<file path="src/rtl/nrisc_run_monitor_if.sv">
// Bus bundle for nrisc_run_monitor: run control, core observation inputs,
// trace read port and run status. The bench/host drives the master side.
interface nrisc_run_monitor_if #(
    parameter int W    = 8,
    parameter int NREG = 4,
    parameter int AW   = 4,
    parameter int CW   = 16
);
    logic              start;
    logic              halt_in;
    logic [W-1:0]      pc_in;
    logic [NREG*W-1:0] regs_in;
    logic [AW-1:0]     rd_addr;
    logic [W+NREG*W-1:0] rd_data;
    logic              running;
    logic              done;
    logic              timeout;
    logic [CW-1:0]     cycle_count;
    logic [AW:0]       entry_count;
    logic              overflow;

    modport master (
        output start, halt_in, pc_in, regs_in, rd_addr,
        input  rd_data, running, done, timeout, cycle_count, entry_count, overflow
    );

    modport slave (
        input  start, halt_in, pc_in, regs_in, rd_addr,
        output rd_data, running, done, timeout, cycle_count, entry_count, overflow
    );
endinterface

</file>
<file path="src/rtl/nrisc_run_monitor.sv">
// Run controller and PC trace monitor for the 8-bit nRisc core.
// A run starts on 'start', ends on halt_in or after MAX_CYCLES cycles, and logs
// every PC change into a circular buffer readable after the run (oldest first).
// Optional build macro NRISC_TRACE_REGS_EN: each entry also stores regs_in.
module nrisc_run_monitor #(
    parameter int W          = 8,
    parameter int NREG       = 4,
    parameter int DEPTH      = 16,
    parameter int AW         = 4,
    parameter int MAX_CYCLES = 90,
    parameter int CW         = 16
) (
    input  logic                clk,
    input  logic                rst,
    nrisc_run_monitor_if.slave  bus
);
    localparam int RW = NREG * W;
    localparam int OW = W + RW;
`ifdef NRISC_TRACE_REGS_EN
    localparam int EW = OW;
`else
    localparam int EW = W;
`endif
    localparam logic [AW:0]   FULL     = DEPTH[AW:0];
    localparam logic [CW-1:0] LAST_CYC = CW'(MAX_CYCLES - 1);

    typedef enum logic [1:0] {S_IDLE, S_RUN, S_DONE} state_t;

    state_t          state, state_nxt;
    logic [EW-1:0]   mem [DEPTH];
    logic [EW-1:0]   entry;
    logic [AW-1:0]   wr_ptr;
    logic [AW:0]     entry_count;
    logic [CW-1:0]   cycle_count;
    logic [W-1:0]    last_pc;
    logic            timeout;
    logic            overflow;
    logic [OW-1:0]   rd_data;
    logic            pc_change;
    logic            last_cycle;
    logic [AW-1:0]   rd_phys;

    // Entry count saturates once the buffer is full; older entries get overwritten.
    function automatic logic [AW:0] sat_inc(input logic [AW:0] v);
        if (v == FULL)
            return v;
        return v + {{AW{1'b0}}, 1'b1};
    endfunction

`ifdef NRISC_TRACE_REGS_EN
    assign entry = {bus.regs_in, bus.pc_in};
`else
    assign entry = bus.pc_in;
    logic unused_regs;
    assign unused_regs = ^bus.regs_in;
`endif

    assign pc_change  = (bus.pc_in != last_pc);
    assign last_cycle = (cycle_count == LAST_CYC);
    // Oldest retained entry sits entry_count slots behind the write pointer.
    assign rd_phys    = wr_ptr - entry_count[AW-1:0] + bus.rd_addr;

    // State register; reset aborts any run.
    always_ff @(posedge clk) begin
        if (rst)
            state <= S_IDLE;
        else
            state <= state_nxt;
    end

    // Next state: halt and the cycle limit both end a run; start is ignored in RUN.
    always_comb begin
        state_nxt = state;
        case (state)
            S_IDLE:  if (bus.start) state_nxt = S_RUN;
            S_RUN:   if (bus.halt_in || last_cycle) state_nxt = S_DONE;
            S_DONE:  if (bus.start) state_nxt = S_RUN;
            default: state_nxt = S_IDLE;
        endcase
    end

    // Status outputs decoded from state plus the registered counters/flags.
    always_comb begin
        bus.running     = (state == S_RUN);
        bus.done        = (state == S_DONE);
        bus.timeout     = timeout;
        bus.overflow    = overflow;
        bus.cycle_count = cycle_count;
        bus.entry_count = entry_count;
        bus.rd_data     = rd_data;
    end

    // Run bookkeeping: counters, write pointer, last seen PC and sticky flags.
    always_ff @(posedge clk) begin
        if (rst) begin
            cycle_count <= '0;
            entry_count <= '0;
            wr_ptr      <= '0;
            last_pc     <= '0;
            timeout     <= 1'b0;
            overflow    <= 1'b0;
        end else begin
            case (state)
                S_IDLE, S_DONE: begin
                    if (bus.start) begin
                        cycle_count <= '0;
                        entry_count <= '0;
                        wr_ptr      <= '0;
                        timeout     <= 1'b0;
                        overflow    <= 1'b0;
                        // Seed with the current PC so the first RUN cycle does not log.
                        last_pc     <= bus.pc_in;
                    end
                end
                S_RUN: begin
                    cycle_count <= cycle_count + CW'(1);
                    if (pc_change) begin
                        wr_ptr      <= wr_ptr + AW'(1);
                        last_pc     <= bus.pc_in;
                        entry_count <= sat_inc(entry_count);
                        if (entry_count == FULL)
                            overflow <= 1'b1;
                    end
                    // Halt has priority: a run ending on halt never reports timeout.
                    if (!bus.halt_in && last_cycle)
                        timeout <= 1'b1;
                end
                default: ;
            endcase
        end
    end

    // Trace buffer write on every PC change during RUN.
    always_ff @(posedge clk) begin
        if (!rst && state == S_RUN && pc_change)
            mem[wr_ptr] <= entry;
    end

    // Registered read port, oldest-first indexing; out-of-range reads return zero.
    always_ff @(posedge clk) begin
        if (rst)
            rd_data <= '0;
        else if ({1'b0, bus.rd_addr} < entry_count)
            rd_data <= OW'(mem[rd_phys]);
        else
            rd_data <= '0;
    end
endmodule

</file>
<file path="src/flat_wrapper.sv">
// flat-port wrapper written by rule: the top's interface ports become plain ports
module nrisc_run_monitor_flat 
#(
    parameter int W          = 8,
    parameter int NREG       = 4,
    parameter int DEPTH      = 16,
    parameter int AW         = 4,
    parameter int MAX_CYCLES = 90,
    parameter int CW         = 16
)
  (clk, rst, bus_start, bus_halt_in, bus_pc_in, bus_regs_in, bus_rd_addr, bus_rd_data, bus_running, bus_done, bus_timeout, bus_cycle_count, bus_entry_count, bus_overflow);
  nrisc_run_monitor_if #(.W(W), .NREG(NREG), .AW(AW), .CW(CW)) bus_i ();
  input  logic clk;
  input  logic rst;
  input wire logic [$bits(bus_i.start)-1:0] bus_start;
  input wire logic [$bits(bus_i.halt_in)-1:0] bus_halt_in;
  input wire logic [$bits(bus_i.pc_in)-1:0] bus_pc_in;
  input wire logic [$bits(bus_i.regs_in)-1:0] bus_regs_in;
  input wire logic [$bits(bus_i.rd_addr)-1:0] bus_rd_addr;
  output wire logic [$bits(bus_i.rd_data)-1:0] bus_rd_data;
  output wire logic [$bits(bus_i.running)-1:0] bus_running;
  output wire logic [$bits(bus_i.done)-1:0] bus_done;
  output wire logic [$bits(bus_i.timeout)-1:0] bus_timeout;
  output wire logic [$bits(bus_i.cycle_count)-1:0] bus_cycle_count;
  output wire logic [$bits(bus_i.entry_count)-1:0] bus_entry_count;
  output wire logic [$bits(bus_i.overflow)-1:0] bus_overflow;
  assign bus_i.start = bus_start;
  assign bus_i.halt_in = bus_halt_in;
  assign bus_i.pc_in = bus_pc_in;
  assign bus_i.regs_in = bus_regs_in;
  assign bus_i.rd_addr = bus_rd_addr;
  assign bus_rd_data = bus_i.rd_data;
  assign bus_running = bus_i.running;
  assign bus_done = bus_i.done;
  assign bus_timeout = bus_i.timeout;
  assign bus_cycle_count = bus_i.cycle_count;
  assign bus_entry_count = bus_i.entry_count;
  assign bus_overflow = bus_i.overflow;
  nrisc_run_monitor #(.W(W), .NREG(NREG), .DEPTH(DEPTH), .AW(AW), .MAX_CYCLES(MAX_CYCLES), .CW(CW)) u_core (.clk(clk), .rst(rst), .bus(bus_i));
endmodule
</file>
<file path="config.mk">
export PLATFORM = sky130hd
export DESIGN_NAME = nrisc_run_monitor_flat
export DESIGN_NICKNAME = d
export VERILOG_FILES = /design/src/rtl/nrisc_run_monitor_if.sv /design/src/rtl/nrisc_run_monitor.sv /design/src/flat_wrapper.sv
export SDC_FILE = /design/constraint.sdc
export NUM_CORES = 1
export LEC_CHECK = 0
export CAP_MARGIN = 20
export CELL_PAD_IN_SITES_DETAIL_PLACEMENT = 0
export CELL_PAD_IN_SITES_GLOBAL_PLACEMENT = 1
export CORE_ASPECT_RATIO = 1.1
export CORE_MARGIN = 2
export CORE_UTILIZATION = 30
export CTS_CLUSTER_DIAMETER = 200
export DETAILED_ROUTE_END_ITERATION = 8
export GPL_TIMING_DRIVEN = 0
export PLACE_DENSITY = 0.67
export SETUP_SLACK_MARGIN = 0.5
export SLEW_MARGIN = 20
export SYNTH_ARGS = -nofsm -noshare
export SYNTH_HDL_FRONTEND = slang
export SYNTH_SLANG_ARGS = --single-unit
</file>
<file path="constraint.sdc">
create_clock -name clk -period 9.05 [get_ports clk]
set_input_delay 1.3575 -clock clk [delete_from_list [all_inputs] [get_ports clk]]
set_output_delay 1.3575 -clock clk [all_outputs]
set_load 0.1 [all_outputs]
</file>
==> results.txt <==
status: finished, final reports clean
Detail Route Antenna Nets: 0
Static Leak: 3.22 nW
Final Cell Area: 0.00930 mm²
CTS tree: built
setup TNS: 0 ns
Synth async-reset ratio: 0%
cell-internal power: 1.48 mW
detailed-route via count: 4498
GPL Wtd Cong: 0.784
synth unique cells: 56
DP Area: 0.00866 mm²
DRC: 0
Hold WC Path Type: reg -> reg
Setup Skew: 0.0131 ns
ratio of final minimum period to clock period: 47.4%
Overflow after GRT: 0
Arr. time, crit path: 4.61 ns
ys flop type: edfxtp_1
clock buffer depth: 2
CP Launch Type: input port
layout net count: 684
fmax: 233 MHz
Floorplan Core Area: 0.0252 mm²
Die X: 156 µm
Initial Utilization: 30.4%
CTS Sinks: 173
Area Overhead vs Synth: 21.6%
first-pass GRT wire length: 26.1 mm
row count: 61
Switch Pwr: 0.557 mW
Worst Max-Slew Pin Slew: 1.01 ns
Die ar.: 0.0268 mm²
Total GRT Usage: 13.0%
Via density: 4.75
CTS buffer count: 17
RSZ-0062 raised after global routing: false
most used routing layer: met2
vias in the first global route: 4590
ant diodes: 0
io pins: 113
Slew Viols, Final: 0
PnR Total Power: 2.04 mW
power density over the cells: 219 mW/mm²
syn_area_per_cell: 14.7 µm²
met3 usage: 2.97%
root buffer selected by CTS: clkbuf_16
Seq/Total Area, Yosys: 62.0%
Sequential Power Share: 42.6%
Place WS: 4.26 ns
Post-Syn Area: 0.00765 mm²
DIE HEIGHT: 171 µm
max_cap viols: 0
final hold vios: 0
initial antenna violation count: 0
post-cts sizing count: 0
CP max stage delay: 0.52 ns
worst-path cell chain: clkdlybuf4s50_1 > inv_1 > fa_1 > inv_1 > fa_1 > xor2_2 > buf_2 > mux4_2 > mux2_2 > a22o_1
fraction of final layout cells sized beyond drive strength 1: 19.0%
Syn Inst Count: 520
aggregate routed wire length: 17.0 mm
GR Layer Usage met2: 23.0%
Crit. End Element: flop
Logic pwr share: 18.8%
H-Tree Level Count: 4
Reg clk slew, reported paths: 0.07 ns
buffer count from post-CTS setup fixing: 0
CP Class: in -> reg
number of synthesized flops with an enable pin: 128
Final setup viols: 0
CP max stage cell: clkdlybuf4s50_1
Max IR drop VDD: 0.000113 V
net switching fraction of the power: 27.3%
pin count of the biggest net entering global routing: 19
Clock Latency Late Sink: 0.42 ns
setup slack after layout: 4.76 ns
Port Buffers: 48
min cycle time layout: 4.29 ns
Post-DP HPWL: 11.9 mm
initial detailed-routing violation count: 230
met1 Use GR: 16.1%
clock group share of total power: 38.6%
worst path required time: 9.36 ns
Synth Warn #: 0
Routed WL per cell: 17.9 µm
Max FO, Critical Path: 10
hold buffer count at cts: 0
synthesized flop and latch total: 173
Rel. slew slack: 32.2%
drt first pass iters: 5
==> registers in the layout (all words and copies together), names as in the netlist <==
| signal | count |
|---|---|
| u_core.mem | 128 |
| u_core.bus.overflow | 1 |
| u_core.wr_ptr | 4 |
| u_core.bus.timeout | 1 |
| u_core.bus.cycle_count | 16 |
| u_core.bus.rd_data | 8 |
| u_core.bus.entry_count | 5 |
| u_core.state | 2 |
| u_core.last_pc | 8 |
==> worst max-delay path: cells and delay by family <==
| kind | cells | cell delay [ns] |
|---|---|---|
| adder cells (fa/ha/maj) | 2 | 0.97 |
| XOR/XNOR | 1 | 0.42 |
| multiplexers | 2 | 0.66 |
| AO/OA/AOI/OAI | 1 | 0.19 |
| buffers and inverters | 4 | 1.01 |
==> power groups by stage <==
stage	logic [mW]	clock network (mW)	registers, mW
floorplan	0.257	0	0.925
global placement	0.381	0	0.884
detailed placement	0.388	0	0.885
CTS	0.388	0.800	0.868
global route	0.407	0.829	0.868
finish	0.383	0.788	0.868
==> metal layers <==
metal | vias up | wire [µm]
li1 | 2109 | -
met1 | 2247 | 7380
met2 | 135 | 8690
met3 | 7 | 770
met4 | 0 | 118
met5 | - | 0
==> kinds of logic (layout without fill, tap and decap cells) <==
| kind of cell | Yosys count | count (layout) | synth area share, % |
|---|---|---|---|
| DFF | 173 | 173 | 62.0 |
| and+or+nand+nor | 117 | 117 | 7.74 |
| buffers and inverters | 74 | 154 | 6.27 |
| AOI/OAI and AO/OA | 68 | 68 | 5.73 |
| muxes | 52 | 52 | 12.9 |
| adders and majority gates | 18 | 18 | 3.24 |
| xor gates and xnor gates | 17 | 17 | 2.04 |
| other | 1 | 32 | 0.0490 |
==> placed cells by master, fill, tap and decap left out, types with 4 or more instances in the layout <==
master	synthesis	routed
edfxtp_1	128	128
clkdlybuf4s50_1	0	48
dfxtp_1	45	45
nor2_1	37	37
buf_4	34	34
conb_1	1	32
a21oi_1	25	25
mux4_2	20	20
inv_1	19	19
nand2_1	19	19
nand3_1	19	19
clkbuf_16	0	17
mux2_2	16	16
xnor2_1	15	15
ha_1	15	15
mux4_1	12	12
clkbuf_1	8	10
o21ai_1	9	9
a22o_1	8	8
nand2b_1	6	6
nand4_1	5	5
buf_6	5	5
and4_1	4	4
nor3_2	0	4
o21ai_0	4	4
or4_1	4	4
bufinv_16	0	4
==> cell usage after synthesis, types with 2 or more instances <==
cell        n  area [µm²]
or3_1       3        18.8
nand4_1     5        31.3
mux2i_1     3        30.0
and4_1      4        35.0
nand4b_1    2        17.5
inv_1      19        71.3
o31ai_1     3        22.5
xnor2_1    15         131
fa_1        3        60.1
mux4_2     20         450
o311ai_1    2        17.5
or4_1       4        30.0
o21ai_0     4        20.0
nand2b_1    6        37.5
ha_1       15         188
o21ai_1     9        45.0
buf_1       2        7.51
clkbuf_1    8        30.0
dfxtp_1    45         901
buf_12      2        40.0
a22o_1      8        70.1
buf_2       3        15.0
a21o_1      3        22.5
nor3_1      5        25.0
buf_4      34         255
o211ai_1    3        22.5
nor2_1     37         139
nand2_1    19        71.3
mux2_2     16         180
buf_6       5        56.3
nor2b_1     3        18.8
nor4_1      2        12.5
mux4_1     12         315
edfxtp_1  128        3840
nand3_1    19        95.1
a21oi_1    25         125
and3_1      3        18.8
a211oi_1    3        22.5
==> area by class of cell <==
class,instances,area (µm²)
Inverter,20,75.1
Sequential cell,173,4740
Fill cell,2393,15900
Timing Repair Buffer,48,480
Tap cell,315,394
Buffer,54,404
Clock inverter,13,208
Multi-Input combinational cell,304,2560
Clock buffer,19,433
==> through the flow <==
step	hold slack, ns	std cells	util (%)
3_5_place_dp	0.472	914	34.4
3_3_place_gp	0.461	914	34.3
6_report	0.481	946	36.9
2_1_floorplan	0.456	551	-
5_1_grt	0.500	946	36.9
4_1_cts	0.483	946	36.9
==> final timing paths <==
kind                           from               endpoint  slack [ns]  cells after the start
hold / removal    u_core.last_pc[1]      u_core.last_pc[1]        0.48                      2
hold reg to reg   u_core.last_pc[1]      u_core.last_pc[1]        0.48                      2
setup / recovery     bus_rd_addr[1]  u_core.bus.rd_data[1]        4.76                     10
setup reg to reg   u_core.wr_ptr[2]  u_core.bus.rd_data[1]        5.62                     10
Power figures use the tool's default switching activity.
